<file path="config.mk">
export PLATFORM = sky130hd
export DESIGN_NAME = uart_rx_fifo
export DESIGN_NICKNAME = d
export VERILOG_FILES = /design/src/rtl/amber_uart_pkg.sv /design/src/rtl/sync_fifo.sv /design/src/rtl/uart_rx_fifo.sv
export SDC_FILE = /design/constraint.sdc
export NUM_CORES = 1
export LEC_CHECK = 0
export ABC_AREA = 1
export BUFFER_PORTS_ARGS = -buffer_cell sky130_fd_sc_hd__clkbuf_2
export CAP_MARGIN = 40
export CORE_ASPECT_RATIO = 0.8
export CORE_MARGIN = 2
export CORE_UTILIZATION = 35
export CTS_CLUSTER_SIZE = 14
export DETAILED_ROUTE_END_ITERATION = 10
export GPL_TIMING_DRIVEN = 1
export PLACE_DENSITY = 0.48
export REMOVE_ABC_BUFFERS = 1
export SLEW_MARGIN = 20
export SYNTH_ARGS = -nofsm -noshare
export SYNTH_HDL_FRONTEND = slang
export SYNTH_HIERARCHICAL = 1
export SYNTH_SLANG_ARGS = --single-unit
</file>
<file path="constraint.sdc">
create_clock -name sysclk -period 4.95 [get_ports sysclk]
set_input_delay 0.495 -clock sysclk [delete_from_list [all_inputs] [get_ports sysclk]]
set_output_delay 0.495 -clock sysclk [all_outputs]
set_load 0.01 [all_outputs]
</file>
<file path="src/rtl/amber_uart_pkg.sv">
`default_nettype none
// +----------------------------------------------------------------------+
// | amber_uart_pkg : shared UART types, constants and baud helper        |
// | Rev 1.0                                                              |
// +----------------------------------------------------------------------+
package amber_uart_pkg;

    typedef enum logic [2:0] {
        IDLE      = 3'd0,
        START     = 3'd1,
        DATA      = 3'd2,
        STOP      = 3'd3,
        WAIT_IDLE = 3'd4
    } rx_state_t;

    localparam int DATA_BITS = 8;

    function automatic int clks_per_bit(input int clk_hz, input int baud);
        return clk_hz / baud;
    endfunction

endpackage
`default_nettype wire

</file>
<file path="src/rtl/sync_fifo.sv">
`default_nettype none
// +----------------------------------------------------------------------+
// | sync_fifo : single-clock show-ahead FIFO with wrap-bit pointers      |
// | Rev 1.0                                                              |
// +----------------------------------------------------------------------+
module sync_fifo #(
    parameter int WIDTH = 8,
    parameter int DEPTH = 16
) (
    input  logic             clk,
    input  logic             rst,
    input  logic             i_push,
    input  logic             i_pop,
    input  logic [WIDTH-1:0] i_data,
    output logic [WIDTH-1:0] o_data,
    output logic             o_full,
    output logic             o_empty
);
    localparam int            c_AW      = $clog2(DEPTH);
    localparam logic [c_AW:0] c_PTR_ONE = (c_AW + 1)'(1);

    logic [c_AW:0]      r_wr;
    logic [c_AW:0]      r_rd;
    logic [WIDTH-1:0]   r_mem [DEPTH];
    logic               w_pop;
    logic               w_push;

    // A push into a full FIFO is accepted when the head leaves on the same edge.
    assign w_pop  = i_pop && !o_empty;
    assign w_push = i_push && (!o_full || w_pop);

    assign o_empty = (r_wr == r_rd);
    assign o_full  = (r_wr[c_AW] != r_rd[c_AW]) && (r_wr[c_AW-1:0] == r_rd[c_AW-1:0]);
    assign o_data  = r_mem[r_rd[c_AW-1:0]];

    always_ff @(posedge clk or posedge rst) begin
        if (rst) begin
            r_wr <= '0;
            r_rd <= '0;
        end else begin
            if (w_push) r_wr <= r_wr + c_PTR_ONE;
            if (w_pop)  r_rd <= r_rd + c_PTR_ONE;
        end
    end

    always_ff @(posedge clk) begin
        if (w_push) r_mem[r_wr[c_AW-1:0]] <= i_data;
    end

endmodule
`default_nettype wire

</file>
<file path="src/rtl/uart_rx_fifo.sv">
`default_nettype none
// +----------------------------------------------------------------------+
// | uart_rx_fifo : 8N1 UART receiver feeding a show-ahead byte FIFO      |
// | Rev 1.0                                                              |
// +----------------------------------------------------------------------+
module uart_rx_fifo
    import amber_uart_pkg::*;
#(
    parameter int CLK_HZ = 12_000_000,
    parameter int BAUD   = 115200,
    parameter int DEPTH  = 16
) (
    input  logic       sysclk,
    input  logic       rst,
    input  logic       rxd,
    output logic [7:0] rx_data,
    output logic       rx_valid,
    input  logic       rx_ready,
    output logic       frame_err,
    output logic       overflow,
    input  logic       clr_err,
    output logic       busy
);
    localparam int                 c_CLKS     = clks_per_bit(CLK_HZ, BAUD);
    localparam int                 c_CNT_W    = $clog2(c_CLKS + 1);
    localparam logic [c_CNT_W-1:0] c_CNT_FULL = c_CNT_W'(c_CLKS);
    localparam logic [c_CNT_W-1:0] c_CNT_HALF = c_CNT_W'(c_CLKS / 2);
    localparam logic [c_CNT_W-1:0] c_CNT_ONE  = c_CNT_W'(1);
    localparam logic [2:0]         c_LAST_BIT = 3'(DATA_BITS - 1);

    logic [1:0]           r_sync;
    logic                 r_rxd_d;
    rx_state_t            r_state;
    logic [c_CNT_W-1:0]   r_cnt;
    logic [2:0]           r_bit;
    logic [DATA_BITS-1:0] r_shift;
    logic                 r_frame_err;
    logic                 r_overflow;
    logic [DATA_BITS-1:0] r_hold;

    logic                 w_rxd;
    logic                 w_tick;
    logic                 w_push;
    logic                 w_pop;
    logic                 w_full;
    logic                 w_empty;
    logic [DATA_BITS-1:0] w_head;

    assign w_rxd  = r_sync[1];
    assign w_tick = (r_cnt == c_CNT_ONE);
    assign w_push = (r_state == STOP) && w_tick && w_rxd;
    assign w_pop  = rx_ready && !w_empty;

    always_ff @(posedge sysclk or posedge rst) begin
        if (rst) begin
            r_sync      <= 2'b11;
            r_rxd_d     <= 1'b1;
            r_state     <= IDLE;
            r_cnt       <= '0;
            r_bit       <= '0;
            r_shift     <= '0;
            r_frame_err <= 1'b0;
        end else begin
            r_sync      <= {r_sync[0], rxd};
            r_rxd_d     <= w_rxd;
            r_frame_err <= 1'b0;
            case (r_state)
                IDLE: begin
                    if (r_rxd_d && !w_rxd) begin
                        r_state <= START;
                        r_cnt   <= c_CNT_HALF;
                    end
                end
                START: begin
                    if (!w_tick) begin
                        r_cnt <= r_cnt - c_CNT_ONE;
                    end else if (w_rxd) begin
                        r_state <= IDLE;
                    end else begin
                        r_state <= DATA;
                        r_cnt   <= c_CNT_FULL;
                        r_bit   <= '0;
                    end
                end
                DATA: begin
                    if (!w_tick) begin
                        r_cnt <= r_cnt - c_CNT_ONE;
                    end else begin
                        r_shift <= {w_rxd, r_shift[DATA_BITS-1:1]};
                        r_cnt   <= c_CNT_FULL;
                        r_bit   <= r_bit + 3'd1;
                        if (r_bit == c_LAST_BIT) r_state <= STOP;
                    end
                end
                STOP: begin
                    // The good-stop push is decoded combinationally into the FIFO.
                    if (!w_tick) begin
                        r_cnt <= r_cnt - c_CNT_ONE;
                    end else if (w_rxd) begin
                        r_state <= IDLE;
                    end else begin
                        r_frame_err <= 1'b1;
                        r_state     <= WAIT_IDLE;
                    end
                end
                WAIT_IDLE: begin
                    if (w_rxd) r_state <= IDLE;
                end
                default: r_state <= IDLE;
            endcase
        end
    end

    // Overflow set beats a simultaneous clear; r_hold keeps the last head for empty periods.
    always_ff @(posedge sysclk or posedge rst) begin
        if (rst) begin
            r_overflow <= 1'b0;
            r_hold     <= '0;
        end else begin
            if (w_push && w_full && !w_pop) r_overflow <= 1'b1;
            else if (clr_err)               r_overflow <= 1'b0;
            if (!w_empty) r_hold <= w_head;
        end
    end

    sync_fifo #(
        .WIDTH (DATA_BITS),
        .DEPTH (DEPTH)
    ) u_fifo (
        .clk     (sysclk),
        .rst     (rst),
        .i_push  (w_push),
        .i_pop   (w_pop),
        .i_data  (r_shift),
        .o_data  (w_head),
        .o_full  (w_full),
        .o_empty (w_empty)
    );

    assign rx_data   = w_empty ? r_hold : w_head;
    assign rx_valid  = !w_empty;
    assign frame_err = r_frame_err;
    assign overflow  = r_overflow;
    assign busy      = (r_state != IDLE);

endmodule
`default_nettype wire

</file>
# Word level (Yosys, flattened, before mapping)
# Memories as Yosys holds them, arrays and structs flattened.
# Index checks and enable logic that the tools add are counted.
# word_totals
ramBits	128
memories	1
ff_bits	44
input_bits	5
out_inout_bits	12
# mem_list
memory	words	width	rd	rd_clocked_by_memory_dff	wr	line	rtl
u_fifo.r_mem	16	8	1	0	1	sync_fifo.sv:24	logic [WIDTH-1:0] r_mem [DEPTH];
# classes
addsub	4
n_mux	27
eq_ne	18
n_reduce_logical	23
# ops
operator	n
two-way mux 7 bit	5
two-way mux 3 bit	10
one-hot mux 7 bit (4 select lines)	1
!= test 2 bit, second input constant	8
one-hot mux 3 bit (5 select lines)	1
adder 5 x 1 -> 5 bit, second input constant	2
logical AND 1 bit	9
two-way mux 8 bit	1
AND reduction 4 bit	2
equality test 7 x 1 -> 1 bit, second input constant	1
two-way mux 1 bit	7
subtractor 7 x 1 -> 7 bit, second input constant	1
equality test 3 x 2 -> 1 bit, second input constant	2
equality test 3 bit, second input constant	2
one-hot mux 3 bit (2 select lines)	1
AND reduction 6 bit	1
equality test 5 bit	1
equality test 4 bit	1
logical NOT 1 bit	4
nonzero test 2 bit	2
nonzero test 4 bit	1
adder 3 x 1 -> 3 bit, second input constant	1
equality test 3 x 1 -> 1 bit, second input constant	1
logical NOT 3 bit	1
other kinds (6)	6

# Depth between registers and ports, before layout
# logic_depth
ltp_word	8
mapped_depth	17
depth_no_buf	14

# By module
# The synthesis kept the hierarchy.
# by_module_without_submodules
module	n_inst	cells_each	area_per_inst_um2	seq_area_each_um2
sync_fifo	1	512	5849.4	4093.9
uart_rx_fifo	1	181	1605.3	854.6

# Worst setup path after synthesis
# OpenSTA, ideal clock, no wires.
# synth_path
path_type	reg2reg
from	register u_fifo.r_wr[2]
to	memory u_fifo.r_mem[12][0] (enable)
setup_slack_ns	2.428
period_less_slack_ns	2.522
n_path_buf	3
required_time_ns	4.580
arrival_time_ns	2.152
path_stages_with_launch	17
cell_sequence	dfrtp_1 buf_2 inv_1 nand2_1 nand2_1 nor2_4 nand3_1 inv_1 buf_2 clkinv_1 nand2_1 inv_1 inv_1 nand4_4 nand2_2 buf_4 nor2_1
# synth_between
elab_chain_cells	8
# synth_rtl
element	line	rtl
start: declaration	sync_fifo.sv:22	logic [c_AW:0] r_wr;
start signal: assignment	sync_fifo.sv:41	if (w_push) r_wr <= r_wr + c_PTR_ONE;
equality test 5 bit	sync_fifo.sv:32	assign o_empty = (r_wr == r_rd);
named net w_empty	uart_rx_fifo.sv:46	logic w_empty;
logical NOT 1 bit	-	
named net rx_valid	uart_rx_fifo.sv:17	output logic rx_valid,
logical AND 1 bit	uart_rx_fifo.sv:52	assign w_pop = rx_ready && !w_empty;
named net w_pop	uart_rx_fifo.sv:44	logic w_pop;
logical AND 1 bit	sync_fifo.sv:29	assign w_pop = i_pop && !o_empty;
logical OR 1 bit	sync_fifo.sv:30	assign w_push = i_push && (!o_full || w_pop);
logical AND 1 bit	sync_fifo.sv:30	
two-way mux 1 bit	sync_fifo.sv:47	if (w_push) r_mem[r_wr[c_AW-1:0]] <= i_data;
two-way mux 1 bit (not written as such)	sync_fifo.sv:47	
end: declaration	sync_fifo.sv:24	
# The timed path passes the listed nets, and every way through them passes these cells.

# Worst setup path after layout
# layout_path
from	register u_fifo.r_rd[1]
to	memory u_fifo.r_mem[14][0] (enable)
# layout_between
elab_chain_cells	8
# layout_rtl
element	line	rtl
start: declaration	sync_fifo.sv:23	logic [c_AW:0] r_rd;
start signal: assignment	sync_fifo.sv:42	if (w_pop) r_rd <= r_rd + c_PTR_ONE;
equality test 5 bit	sync_fifo.sv:32	
named net w_empty	uart_rx_fifo.sv:46	
logical NOT 1 bit	uart_rx_fifo.sv:52	
logical AND 1 bit	uart_rx_fifo.sv:52	
named net w_pop	uart_rx_fifo.sv:44	
logical AND 1 bit	sync_fifo.sv:29	
logical OR 1 bit	sync_fifo.sv:30	
logical AND 1 bit	sync_fifo.sv:30	
two-way mux 1 bit	sync_fifo.sv:47	
two-way mux 1 bit (not written as such)	sync_fifo.sv:47	
# The timed path passes the listed nets, and every way through them passes these cells.

==> results.ini <==
[outcome]
outcome = complete, but fails checks
violations = design-rule violations

[grt]
grt_overflow = 0
met1_usage = 0.245
grt_pass1_vias = 4996
gr-usage-all-layers = 0.176
top_usage_layer = met2
antenna_found_initial = 0
grt_max_degree = 69
use_met2 = 0.278
met3_usage = 0.0378
grt_first_pass_wirelength_um = 29200

[clock_tree]
clk_pin_slew_ns = 0.07
cts_buffers = 17
h-tree-depth = 4
post-cts-setup-buffers = 0
ctsResizeCount = 0
cts_tree = done
clk_latency_ns = 0.43
cts.path.max_buffers = 2
cts_hold_buf = 0
clock-sinks = 172
root_buffer = clkbuf_16

[power_and_ir_drop]
p_switching_uw = 926
pwr-share-comb = 0.136
seqPwrFrac = 0.478
pwr-share-clk = 0.386
vdd_drop_max_v = 0.000183
power_density_nw_per_um2 = 413
internal-power_mw = 2.59
p_sw_frac = 0.263
p_leak_nw = 3.40

[placement]
finalWeightedCongestion = 0.868
numPortBuffers = 16
pre_cts_ws_ns = 1.40
hpwlAfterDp_um = 13000

[route]
routedWlPerCell_um = 18.9
vias = 5027
drc = 1
wl_um = 18800
drt_iter0_markers = 659
ant_nets = 0
firstDrtPassIters = 8
vias_per_cell = 5.06

[synthesis]
synth_top_cell_by_area = edfxtp_1
synth_top_area_frac = 0.516
netlist_top_cells_area = edfxtp_1 (52%), dfrtp_1 (14%), nand2_1 (7.6%)
avgSynthCellArea_um2 = 10.8
ys_ff_latch = 172
syn_area_um2 = 7450
synthCells = 693
ys_types = 32
yosys_warnings = 6
yosysSeqAreaShare = 0.664

[setup_path]
critPathMaxFanout = 34
required_ns = 5.01
crit_family = simple AND/OR/NAND/NOR gates
crit_cells = 13
critical_path_class = reg -> reg
r2r_cells = 13
slowest_delay_ns = 0.70
crit_path_cell_trace = buf_4, nand2_1, nand2_1, nor2_4, nand3_1, inv_1, clkinv_1, nand2_1, inv_1, inv_1, nand4_4, nand2_2, nor2_1
r2r_slack_ns = 1.36
end_kind = flip-flop
worst_setup_path_start_kind = flip-flop
cp_slowest_cell = nor2_1
path_buf_inv = 5
arrival_ns = 3.65

[timing]
fin_crit_sh = 0.725
worst_pin_slew_ns = 0.815
rsz0062_at_grt = false
final-setup-viol-count = 0
finalWorstSetupSlack_ns = 1.36
report.final.slew_viol_count = 0
setup_tns_ns = 0
period_minus_slack_ns = 3.59
finalClockSkew_ns = 0.00705
timing.fmax_mhz = 279
max_slew_margin = 0.457
finalHoldViolCount = 0

[die]
die_w_um = 167
core_area_um2 = 20800
fp.dieArea_um2 = 22500
pin_count = 17
num_rows = 47
fp.dieH_um = 135
start_util = 0.358

[cells_and_area]
fill_cells = 1996
final_common_cell = nand2_1
diodes = 0
nets = 726
mostFrequentLayoutCells = nand2_1 (150), edfxtp_1 (128), nor2_1 (121)
syn_to_final_growth_pct = 14.2
drive_gt1_frac = 0.113

[hold_path]
hp-class = in -> async

[job]
drv_cap = 0

logic make-up (layout without fill, tap and decap cells):
logic type	after synthesis	in the layout	synth area share
flops	172	172	0.664
xor+xnor	10	10	0.0117
simple gates	319	319	0.179
compound gates	113	113	0.0833
buf+inv	65	97	0.0384
mux	5	5	0.00906
fa+ha+maj	9	9	0.0151
layout make-up:
cell class	count	area, um2	share of cell area
timing repair buffer	27	253	0.0297
tap	269	337	0.0395
inverter	38	143	0.0168
sequential	172	4950	0.582
clock buffer	25	539	0.0634
multi-input combinational	456	2220	0.261
clock inverter	7	71.3	0.00838
per-stage QoR:
step,power (mW),utilization,cell area [um2],hold slack [ns],std cells
2_1_floorplan,2.01,-,7310,0.335,666
3_3_place_gp,2.18,0.373,7760,0.348,955
3_5_place_dp,2.19,0.379,7890,0.355,961
4_1_cts,3.55,0.408,8500,0.0453,993
5_1_grt,3.68,0.409,8510,0.0659,994
6_report,3.52,0.409,8510,0.0444,994
metal layers:
metal  share of wire  vias up
li1                -     2392
met1            0.45     2456
met2            0.46      158
met3           0.068       21
met4           0.014        0
met5               0        -
sequential cells by signal (all words and copies together), names as in the netlist:
signal / flops
u_fifo/r_mem: 128
r_hold: 8
r_shift: 8
r_cnt: 7
u_fifo/r_rd: 5
u_fifo/r_wr: 5
r_bit: 3
r_state: 3
r_sync: 2
frame_err: 1
overflow: 1
r_rxd_d: 1
cells in the mapped netlist (all sizes together):
cell and n:
a21boi 1, dfrtp 41, nand4 2, edfxtp 128, buf 18, inv 36
clkinv 2, xor2 6, nand2 158, o31ai 1, o22ai 8, nand3 32
clkbuf 9, mux2 5, o21ai 84, xnor2 4, nor2 127, o211ai 16
a21oi 3, dfstp 3, ha 9
path summary, 6_finish.rpt:
kind,start,end
max in group asynchronous,rst,r_sync[1]
hold / removal,rst,u_fifo/r_wr[4]
setup / recovery,u_fifo/r_rd[1],u_fifo/r_mem[14][0]
hold reg to reg,r_sync[0],r_sync[1]
setup reg to reg,u_fifo/r_rd[1],u_fifo/r_mem[14][0]
min in group sysclk,rxd,r_sync[0]
power groups by stage:
stage               combinational, mW  sequential [mW]  clock (mW)
finish                          0.479             1.68        1.36
global route                    0.550             1.69        1.44
CTS                             0.487             1.68        1.38
detailed placement              0.484             1.71           0
global placement                0.442             1.74           0
floorplan                       0.309             1.70           0
(Power assumes the default switching activity.)
